### src/rtl/usb_pkg.sv
// ---------------------------------------------------------------------------
// usb_pkg
// Shared types and constants for the USB data buffer slice.
//   BUFFER_DEPTH : number of byte entries in the data buffer
//   usb_byte_t   : one byte of USB payload
//   occ_t        : buffer occupancy (0..BUFFER_DEPTH)
// ---------------------------------------------------------------------------
package usb_pkg;

    localparam int BUFFER_DEPTH = 64;

    typedef logic [7:0] usb_byte_t;
    typedef logic [6:0] occ_t;

endpackage

### src/rtl/usb_buffer_ctrl.sv
// ---------------------------------------------------------------------------
// usb_buffer_ctrl
// Pointer and occupancy bookkeeping for the USB data buffer. Decides which
// push/pop requests actually take effect and gives flush priority over both.
// Ports:
//   clk, n_rst  : clock, asynchronous active-low reset
//   wr, rd      : merged push / pop requests
//   flush_req   : synchronous empty request (flush | clear)
//   wptr, rptr  : write / read pointers into the storage array
//   do_wr       : a byte is written to mem[wptr] at this edge
//   count       : registered entry count, 0..DEPTH
// ---------------------------------------------------------------------------
module usb_buffer_ctrl #(
    parameter int DEPTH = 64,
    parameter int OCC_W = 7,
    parameter int PTR_W = $clog2(DEPTH)
) (
    input  logic             clk,
    input  logic             n_rst,
    input  logic             wr,
    input  logic             rd,
    input  logic             flush_req,
    output logic [PTR_W-1:0] wptr,
    output logic [PTR_W-1:0] rptr,
    output logic             do_wr,
    output logic [OCC_W-1:0] count
);

    logic do_rd;
    logic is_empty;
    logic is_full;

    assign is_empty = (count == '0);
    assign is_full  = (count == OCC_W'(DEPTH));

    // A pop is honoured only when there is data; a push while full only
    // succeeds if a pop frees the slot in the same cycle. Flush suppresses
    // the array write so discarded stores never touch storage.
    always_comb begin
        do_rd = rd && !is_empty && !flush_req;
        do_wr = wr && (!is_full || (rd && !is_empty)) && !flush_req;
    end

    // Pointers wrap naturally at DEPTH because PTR_W = log2(DEPTH).
    always_ff @(posedge clk or negedge n_rst) begin
        if (!n_rst) begin
            wptr  <= '0;
            rptr  <= '0;
            count <= '0;
        end else if (flush_req) begin
            wptr  <= '0;
            rptr  <= '0;
            count <= '0;
        end else begin
            if (do_wr) begin
                wptr <= wptr + PTR_W'(1);
            end
            if (do_rd) begin
                rptr <= rptr + PTR_W'(1);
            end
            case ({do_wr, do_rd})
                2'b10:   count <= count + OCC_W'(1);
                2'b01:   count <= count - OCC_W'(1);
                default: count <= count;
            endcase
        end
    end

endmodule

### src/rtl/usb_data_buffer.sv
// ---------------------------------------------------------------------------
// usb_data_buffer
// First-word-fall-through byte FIFO shared by usb_rx, usb_tx and the host
// side. Two push sources (rx wins when both push) and two pop sources (a
// simultaneous pop from both is a single pop).
// Ports:
//   clk, n_rst                         : clock, asynchronous active-low reset
//   store_rx_packet_data, rx_packet_data : push from usb_rx
//   store_tx_data, tx_data             : push from host side
//   get_rx_data, get_tx_packet_data    : pop requests (host / usb_tx)
//   flush, clear                       : synchronous empty requests
//   buffer_occupancy                   : registered entry count
//   rx_data, tx_packet_data            : head byte (0x00 when empty)
// ---------------------------------------------------------------------------
module usb_data_buffer
    import usb_pkg::*;
#(
    parameter int DEPTH = BUFFER_DEPTH,
    parameter int OCC_W = $clog2(DEPTH) + 1
) (
    input  logic             clk,
    input  logic             n_rst,
    input  logic             store_rx_packet_data,
    input  logic [7:0]       rx_packet_data,
    input  logic             store_tx_data,
    input  logic [7:0]       tx_data,
    input  logic             get_rx_data,
    input  logic             get_tx_packet_data,
    input  logic             flush,
    input  logic             clear,
    output logic [OCC_W-1:0] buffer_occupancy,
    output logic [7:0]       rx_data,
    output logic [7:0]       tx_packet_data
);

    localparam int PTR_W = $clog2(DEPTH);

    usb_byte_t        mem [DEPTH];
    usb_byte_t        wr_data;
    usb_byte_t        head;
    logic [PTR_W-1:0] wptr;
    logic [PTR_W-1:0] rptr;
    logic             do_wr;
    logic [OCC_W-1:0] count;

    usb_buffer_ctrl #(
        .DEPTH (DEPTH),
        .OCC_W (OCC_W),
        .PTR_W (PTR_W)
    ) u_ctrl (
        .clk       (clk),
        .n_rst     (n_rst),
        .wr        (store_rx_packet_data | store_tx_data),
        .rd        (get_rx_data | get_tx_packet_data),
        .flush_req (flush | clear),
        .wptr      (wptr),
        .rptr      (rptr),
        .do_wr     (do_wr),
        .count     (count)
    );

    // The rx byte takes precedence; tx_data is dropped when both push.
    assign wr_data = store_rx_packet_data ? rx_packet_data : tx_data;

    // Storage has no reset: emptiness is tracked by count alone, so stale
    // contents are never visible.
    always_ff @(posedge clk) begin
        if (do_wr) begin
            mem[wptr] <= wr_data;
        end
    end

    // Head byte is shown before the pop; forced to zero when empty.
    assign head = (count != '0) ? mem[rptr] : 8'h00;

    assign buffer_occupancy = count;
    assign rx_data          = head;
    assign tx_packet_data   = head;

endmodule

### config.mk
export PLATFORM = sky130hd
export DESIGN_NAME = usb_data_buffer
export DESIGN_NICKNAME = d
export VERILOG_FILES = /design/src/rtl/usb_pkg.sv /design/src/rtl/usb_buffer_ctrl.sv /design/src/rtl/usb_data_buffer.sv
export SDC_FILE = /design/constraint.sdc
export NUM_CORES = 1
export LEC_CHECK = 0
export CAP_MARGIN = 10
export CORE_AREA = 4 4 139 274
export DETAILED_ROUTE_END_ITERATION = 8
export DIE_AREA = 0 0 143 278
export PLACE_DENSITY = 0.81
export RECOVER_POWER = 100
export SYNTH_ARGS = -nofsm -noshare
export SYNTH_HDL_FRONTEND = slang
export SYNTH_SLANG_ARGS = --single-unit
### constraint.sdc
create_clock -name clk -period 7 [get_ports clk]
set_input_delay 1.4 -clock clk [delete_from_list [all_inputs] [get_ports clk]]
set_output_delay 1.4 -clock clk [all_outputs]
set_load 0.01 [all_outputs]
==> results.txt, run 1 <==
The top-level port count was 47. In the finished design, the share of the clock period the worst path needs comes to 84.5%. At the pin with the least slew margin, the transition time is 3.18 ns. Across every metal layer, demand over resource in global routing totals 23.9%. Of all nets on the critical path, the largest fanout is 69. The worst setup path is captured at an output port. The worst register-to-register path ends at u_ctrl.count[4]. The number of synthesized flops with an enable pin was 512; the number of global-route vias before repair was 11300. The total of fill cells in the finished design was 2290; the area of the placeable core was 0.0359 sq mm. The most frequent cell after synthesis was sky130_fd_sc_hd__edfxtp_1.

After synthesis, the mean cell area works out to 19.2 sq um. Dividing total power by cell area gives a power density of 257 mW/mm^2. In the routed layout, each cell is associated on average with a via count of 6.63.

After the last flow step, the layout net total stands at 1187. In the synthesized netlist, the cells that appear most often are 512 x sky130_fd_sc_hd__edfxtp_1, 101 x sky130_fd_sc_hd__nor2_1, 74 x sky130_fd_sc_hd__mux2i_1. Among all flip-flop cells after synthesis, the most frequent one is sky130_fd_sc_hd__edfxtp_1.

For this block, the routed nets add up to 46500 um of wire. Once the clock tree was built, the setup fixing pass inserted 0 buffers. The critical path in this run is classified as reg -> out.

Once the floorplan was initialized, standard cells occupied 60.3% of the core. Net count after synthesis: 1159. The total global routing overflow came out at 0. Hold violation count in the final report: 0. The tools report the hold path startpoint as u_ctrl.count[6].

The first TritonRoute pass finished after 5 iterations. Synthesis handed over a netlist of 1129 instances. The leakage component of the power was 0.00719 uW. The sequential cell area came out at 0.0159 sq mm. The number of stages on the worst hold path is 2, and the final-layout setup total negative slack is 0 ns. The final reports fail on capacitance limit, slew limit. The per-cell routed wire length was 28.3 um. The first global-routing pass estimated 70300 um of wire.

The clock tree synthesis step divided the H-tree into 2 levels. Prior to clock tree synthesis, the placed netlist has a worst setup slack of 1.79 ns. Buffers placed on the I/O ports in this run total 46.

The logs give 3.00 ns for the register-to-register setup slack and 0 for the initial antenna violation count. Summed over its instances, the top area cell type makes up 71.0% of the synthesized netlist area. The synthesized design contains 531 register bits. The worst min-delay path category was reg -> reg. For the worst setup path, the data required time is 5.60 ns. After detailed routing, the number of remaining DRC violations is 0. The clock period could shrink to 5.92 ns.

At the end of routability-driven placement, the weighted congestion stood at 0.900. The clock net in this run drives a total of 531 sinks. sky130_fd_sc_hd__edfxtp_1 takes more of the synthesized area than any other cell.

Setup repair after global routing left no endpoint under its margin. The most critical setup path has its endpoint at rx_data[4]. The die is 278 um tall. The worst-case clock skew came out at 0.0227 ns. The die covers 0.0398 sq mm. The horizontal die dimension is 143 um, and the post-DP HPWL is 28600 um. The fraction of the yosys area taken by sequential cells is 73.2%.

The final count of negative-setup-slack endpoints is 0. The async set-or-reset flop fraction in the synthesized netlist works out to 3.58%. The maximum vdd ir drop was 0.223 mV. Summing every instance area after synthesis gives 0.0217 sq mm. The number of standard-cell rows in the floorplan was 98. Summing all multi-input logic gate instances after layout gives 0.00525 sq mm. The post-route netlist has 12.9% of its cells at a drive strength greater than 1. Clock-pin slew was measured on the worst setup and hold paths at 0.07 ns. Worst slew slack as a fraction of its limit: -112%.

The tools report the sort of element at the start of the critical path as a flop. Setup slack on the critical path of the routed design comes to 1.08 ns. The count of yosys warnings during synthesis is 0, and the clock latency on the worst-skew pair is 0.56 ns.

The number of vias after detailed routing came out at 10900. The unique cell type count in the Yosys netlist is 64. The flow ran to the end, but the final reports show violations.

Root buffer cell: sky130_fd_sc_hd__clkbuf_16. The tools report the pin count of the biggest net entering global routing as 70. Max-cap violations in this run came to 7.

In this run the deepest clock path goes through 3 buffers. The number of cells on the worst reg-to-reg path is 12. In the post-synthesis netlist, the biggest area contributors are sky130_fd_sc_hd__edfxtp_1 71%, sky130_fd_sc_hd__mux4_2 7.2%, sky130_fd_sc_hd__mux4_1 4.1%. The number of nets still failing antenna checks after routing was 0; the area overhead of the layout relative to synthesis was 9.02%. The number of hold buffers added after CTS is 0. The clock buffer count from CTS came out at 43. Tracing the worst setup path back leads to its startpoint at u_ctrl.rptr[2]. The repair_antennas step left the layout with diodes totalling 0. TritonCTS built the clock tree. The tools report the number of pins with negative max-slew slack in the final report as 455. STA puts the critical path data arrival time at 4.52 ns.

Gates resized during post-CTS repair numbered 0. The run gives 0.169 GHz as the maximum operating frequency. The startpoint identified for the worst register-to-register timing path is u_ctrl.count[0]. The violation count after the first detailed-route iteration came out at 1007.
==> logic make-up after synthesis <==
| family | share of synthesized area, % |
|---|---|
| AO/OA/AOI/OAI | 3.59 |
| XOR/XNOR | 0.526 |
| AND/OR/NAND/NOR | 4.73 |
| flip-flops | 73.2 |
| buffers and inverters | 2.42 |
| adder cells (fa/ha/maj) | 0.347 |
| multiplexers | 15.2 |
==> where the power goes <==
part           leakage [uW]  switching (uW)  total, uW  internal (uW)
Sequential          0.00486            5.63       3520           3520
Combinational       0.00166             113        157           43.7
Clock              0.000676            1080       2390           1310
==> placed cells by master (no fill, tap or decap), drive strengths merged, types with 7 or more instances in the layout <==
cell and n:
nor2b 8, nand3 15, nand3b 7, nand2 22, mux2 9, nand4 8
xor2 10, nor2 101, dfrtp 19, a221oi 16, clkinv 12, o22ai 11
clkbuf 65, o21ai 22, a21oi 9, a22oi 7, dlygate4sd3 23, mux4 103
mux2i 74, a211oi 7, nor3 16, edfxtp 512, clkdlybuf4s50 23
==> how the worst min path moves through the flow <==
stage / end / slack [ns]
floorplan: u_ctrl.wptr[1] / 0.60
finish: u_ctrl.count[6] / 0.64
detailed placement: u_ctrl.count[6] / 0.64
global route: u_ctrl.count[6] / 0.66
global placement: u_ctrl.count[6] / 0.63
CTS: u_ctrl.count[6] / 0.65
==> worst max-delay path, cell delays in order (launching register included) <==
cell and delay [ns]:
sky130_fd_sc_hd__dfrtp_4 1.03, sky130_fd_sc_hd__and2_0 1.20, sky130_fd_sc_hd__a221oi_1 0.29, sky130_fd_sc_hd__o21ai_0 0.31, sky130_fd_sc_hd__nand4_1 0.18, sky130_fd_sc_hd__o211a_1 0.30
sky130_fd_sc_hd__dlygate4sd3_1 0.61
==> final cells by class <==
cell class	count	area share, %
clock inverters	20	0.853
repair buffers	56	2.28
flip-flops and latches	531	67.2
well taps	450	2.38
inverters	3	0.0477
multi-input cells	522	22.2
clock buffers	59	5.02
==> metal layers <==
layer  global-route usage, %  share of wire [%]  wire, um  vias to the layer above
met2                    41.7                 54     25000                      511
met1                    28.5                 33     15500                     5572
met4                    13.7                7.0      3250                        0
met5                       0                  0         0                        -
met3                    2.84                6.0      2790                      135
li1                        -                  -         -                     4662
==> state kept, by name, indices dropped and copies added (netlist names) <==
signal,flops
u_ctrl.count,7
u_ctrl.rptr,6
mem,512
u_ctrl.wptr,6
==> through the flow <==
step	hold WS [ns]	std cells	total power, uW	instance area, sq um	utilization [%]
2_1_floorplan	0.597	1129	3670	21700	-
3_3_place_gp	0.633	1561	3740	22300	62.0
3_5_place_dp	0.635	1561	3750	22300	62.0
4_1_cts	0.649	1640	6100	23700	65.8
5_1_grt	0.656	1641	6250	23600	65.7
6_report	0.643	1641	6080	23600	65.7
No activity file was read; power rests on OpenSTA's default activity.
==> inputs of run 2 (changes only) <==
==> constraint.sdc (replaced) <==
create_clock -name clk -period 5.83 [get_ports clk]
set_input_delay 1.166 -clock clk [delete_from_list [all_inputs] [get_ports clk]]
set_output_delay 1.166 -clock clk [all_outputs]
set_load 0.01 [all_outputs]
==> run 2 against run 1 <==
- the run still ends with capacitance limit, slew limit left
- worst setup slack got worse by 0.41 ns
- clock-buffer cell count fell by 5
- worst hold slack improved by 0.0027 ns
- sequential cell count did not move
- first-iteration DRC count rose by 8.1%
- die area did not move
- routed wire length rose by 2.0%
- register-to-register slack got worse by 1.0 ns
- non-clock buffer count rose by 9
==> results.txt, run 2 (synthesis gave the netlist of run 1 again) <==
The flow ran to the end, but the final reports show violations. The checks that failed: capacitance limit, slew limit. The tools report the top-level port count as 47. The run gives 0 as the initial antenna violation count.

The critical path is of the reg -> out type. Commonest non-fill, non-tap cell in the layout: sky130_fd_sc_hd__edfxtp_1. The delay contributed by the slowest stage of the critical path is 0.68 ns, and the number of global-route vias before repair is 11300. Per-cell routed wire length: 28.8 um. Routability-driven placement finished with a final weighted congestion of 0.873. The tools report the arrival time reported for the critical path endpoint as 3.99 ns.

Gates resized during post-CTS repair numbered 0. The detailed router placed 11100 vias in this run. The run gives 71000 um as the wire length of the first global-routing pass. TritonCTS built the clock tree. The clock buffer count from CTS was 43; the leakage component of the power was 0.00725 uW. The register name with the most flops is mem. Post-layout net count: 1196. Hold violation count in the final report: 0. For this design the ratio of total power to cell area is 309 mW/mm^2. For this run, the total global-route usage over all layers was measured as 24.3%. Static timing analysis puts the maximum clock frequency at 0.194 GHz. The worst setup path is launched from a flop. For the final database, setup skew stands at 0.0197 ns. The area overhead of the layout relative to synthesis was 9.40%. Worst min-delay path category: reg -> reg. The clock transition time at the flip-flop clock pins of the worst setup and hold paths was 0.07 ns; the total wire length after detailed routing was 47400 um.

The portion of the clock cycle consumed by the worst path in the final layout was 88.5%; the worst slew slack as a fraction of its limit was -115%. After floorplanning, the core was sized to cover 0.0359 sq mm. The highest net fanout along the worst path works out to 60.

The root buffer cell was sky130_fd_sc_hd__clkbuf_16. After detailed routing, the number of vias per cell comes to 6.71. Summing all multi-input logic gate instances after layout gives 0.00525 sq mm. The first detailed-routing pass ran for 5 iterations. The largest registers in the layout are mem: 512 flops, u_ctrl.count: 7 flops. For the number of pins with negative max-slew slack in the final report, the log shows 446. The horizontal die dimension was 143 um. CTS saw 531 sinks. The tools report the number of nets still failing antenna checks after routing as 0.

For the total inserted antenna cells, the log shows 0. The final non-filler cell total came out at 1649. The area of the die was 0.0398 sq mm; the clock latency on the worst-skew pair was 0.55 ns. Cell count after placement: 1569.

STA puts the critical path data required time at 4.66 ns. The critical path goes through buf_12, mux4_2, o21ai_0, nand4_1, o211a_1, dlygate4sd3_1. Across the run, the number of max-cap violations was 8. Counting cells, the worst reg-to-reg path comes to 12. In this run the post-CTS setup repair buffer count came out at 0. For the post-DP HPWL, the log shows 29400 um. The sequential cell area was 0.0159 sq mm; the CTS H-tree depth was 2.

The violation count after the first detailed-route iteration was 1089. The worst setup path is captured at an output port. Setup repair after global routing left no endpoint under its margin.

The transition at the pin with the smallest max-transition slack works out to 3.23 ns. After clock tree synthesis, the flow added hold-fix buffers numbering 0. In the layout the commonest cells are 512 x sky130_fd_sc_hd__edfxtp_1, 101 x sky130_fd_sc_hd__nor2_1, 74 x sky130_fd_sc_hd__mux2i_1. The die outline height is 278 um, and the number of stages on the worst hold path is 2.

The minimum period implied by the final worst setup slack is 5.16 ns, and the flip-flop count of the largest register after layout is 512. The logs give 0 ns for the final-layout setup total negative slack and 0.242 mV for the maximum vdd ir drop. The tools report the total global routing overflow as 0. Setup violations remaining at the end of the flow were counted as 0. After floorplanning, the core was divided into 98 placement rows.

The fraction of final layout cells with drive strength greater than 1 was 13.2%; the pin count of the biggest net entering global routing was 65. For this configuration, the core starts out at a cell density of 60.3%. The clock passes through at most 3 buffers.

After filler insertion, the fill cell instance count of the layout stands at 2262. Buffers placed on the I/O ports in this run total 46. The slowest stage of the critical path belongs to the cell sky130_fd_sc_hd__dfrtp_4. In the routed design, unresolved DRC markers number 0.
## run 2: path summary, 6_finish.rpt
| kind | start | end | slack, ns |
|---|---|---|---|
| hold reg to reg | u_ctrl.count[6] | u_ctrl.count[6] | 0.65 |
| setup reg to reg | u_ctrl.count[3] | u_ctrl.count[4] | 1.97 |
| hold / removal | u_ctrl.count[6] | u_ctrl.count[6] | 0.65 |
| min in group asynchronous | n_rst | u_ctrl.wptr[2] | 1.22 |
| setup / recovery | u_ctrl.rptr[0] | tx_packet_data[1] | 0.67 |
| max in group asynchronous | n_rst | u_ctrl.rptr[2] | 3.92 |
## run 2: metal layers
| metal | vias to the layer above | GRT usage, % | wire length, um |
|---|---|---|---|
| met3 | 132 | 3.54 | 3030 |
| met1 | 5662 | 28.2 | 15600 |
| met4 | 0 | 12.0 | 2790 |
| met2 | 595 | 43.5 | 26100 |
| li1 | 4675 | - | - |
| met5 | - | 0 | 0 |
## run 2: final cells by class
type | instances | share of cell area [%]
inverters | 3 | 0.0475
well taps | 450 | 2.38
multi-input cells | 522 | 22.2
clock inverters | 24 | 1.04
flip-flops and latches | 531 | 66.9
repair buffers | 65 | 2.54
clock buffers | 54 | 4.90
## run 2: worst max-delay path: cells and delay by family (launching register included)
family,cells,cell delay (ns)
compound gates,2,0.81
mux,1,0.56
buf+inv,2,1.04
flops,1,0.68
simple gates,1,0.32
## run 2: report_power, final
part | leakage [uW] | switching (uW) | internal [uW]
Clock | 0.000688 | 1270 | 1640
Sequential | 0.00486 | 4.75 | 4220
Combinational | 0.00170 | 140 | 52.6
Total | 0.00725 | 1420 | 5920
## run 2: stage by stage
| stage | util [%] | cell area [sq um] | setup slack, ns | total power, uW | hold WS [ns] |
|---|---|---|---|---|---|
| finish | 65.9 | 23700 | 0.670 | 7330 | 0.646 |
| floorplan | - | 21700 | 1.81 | 4410 | 0.597 |
| CTS | 66.1 | 23700 | 0.730 | 7350 | 0.650 |
| global placement | 62.1 | 22300 | 1.05 | 4490 | 0.628 |
| detailed placement | 62.1 | 22300 | 0.909 | 4500 | 0.624 |
| global route | 65.9 | 23700 | 0.600 | 7530 | 0.662 |
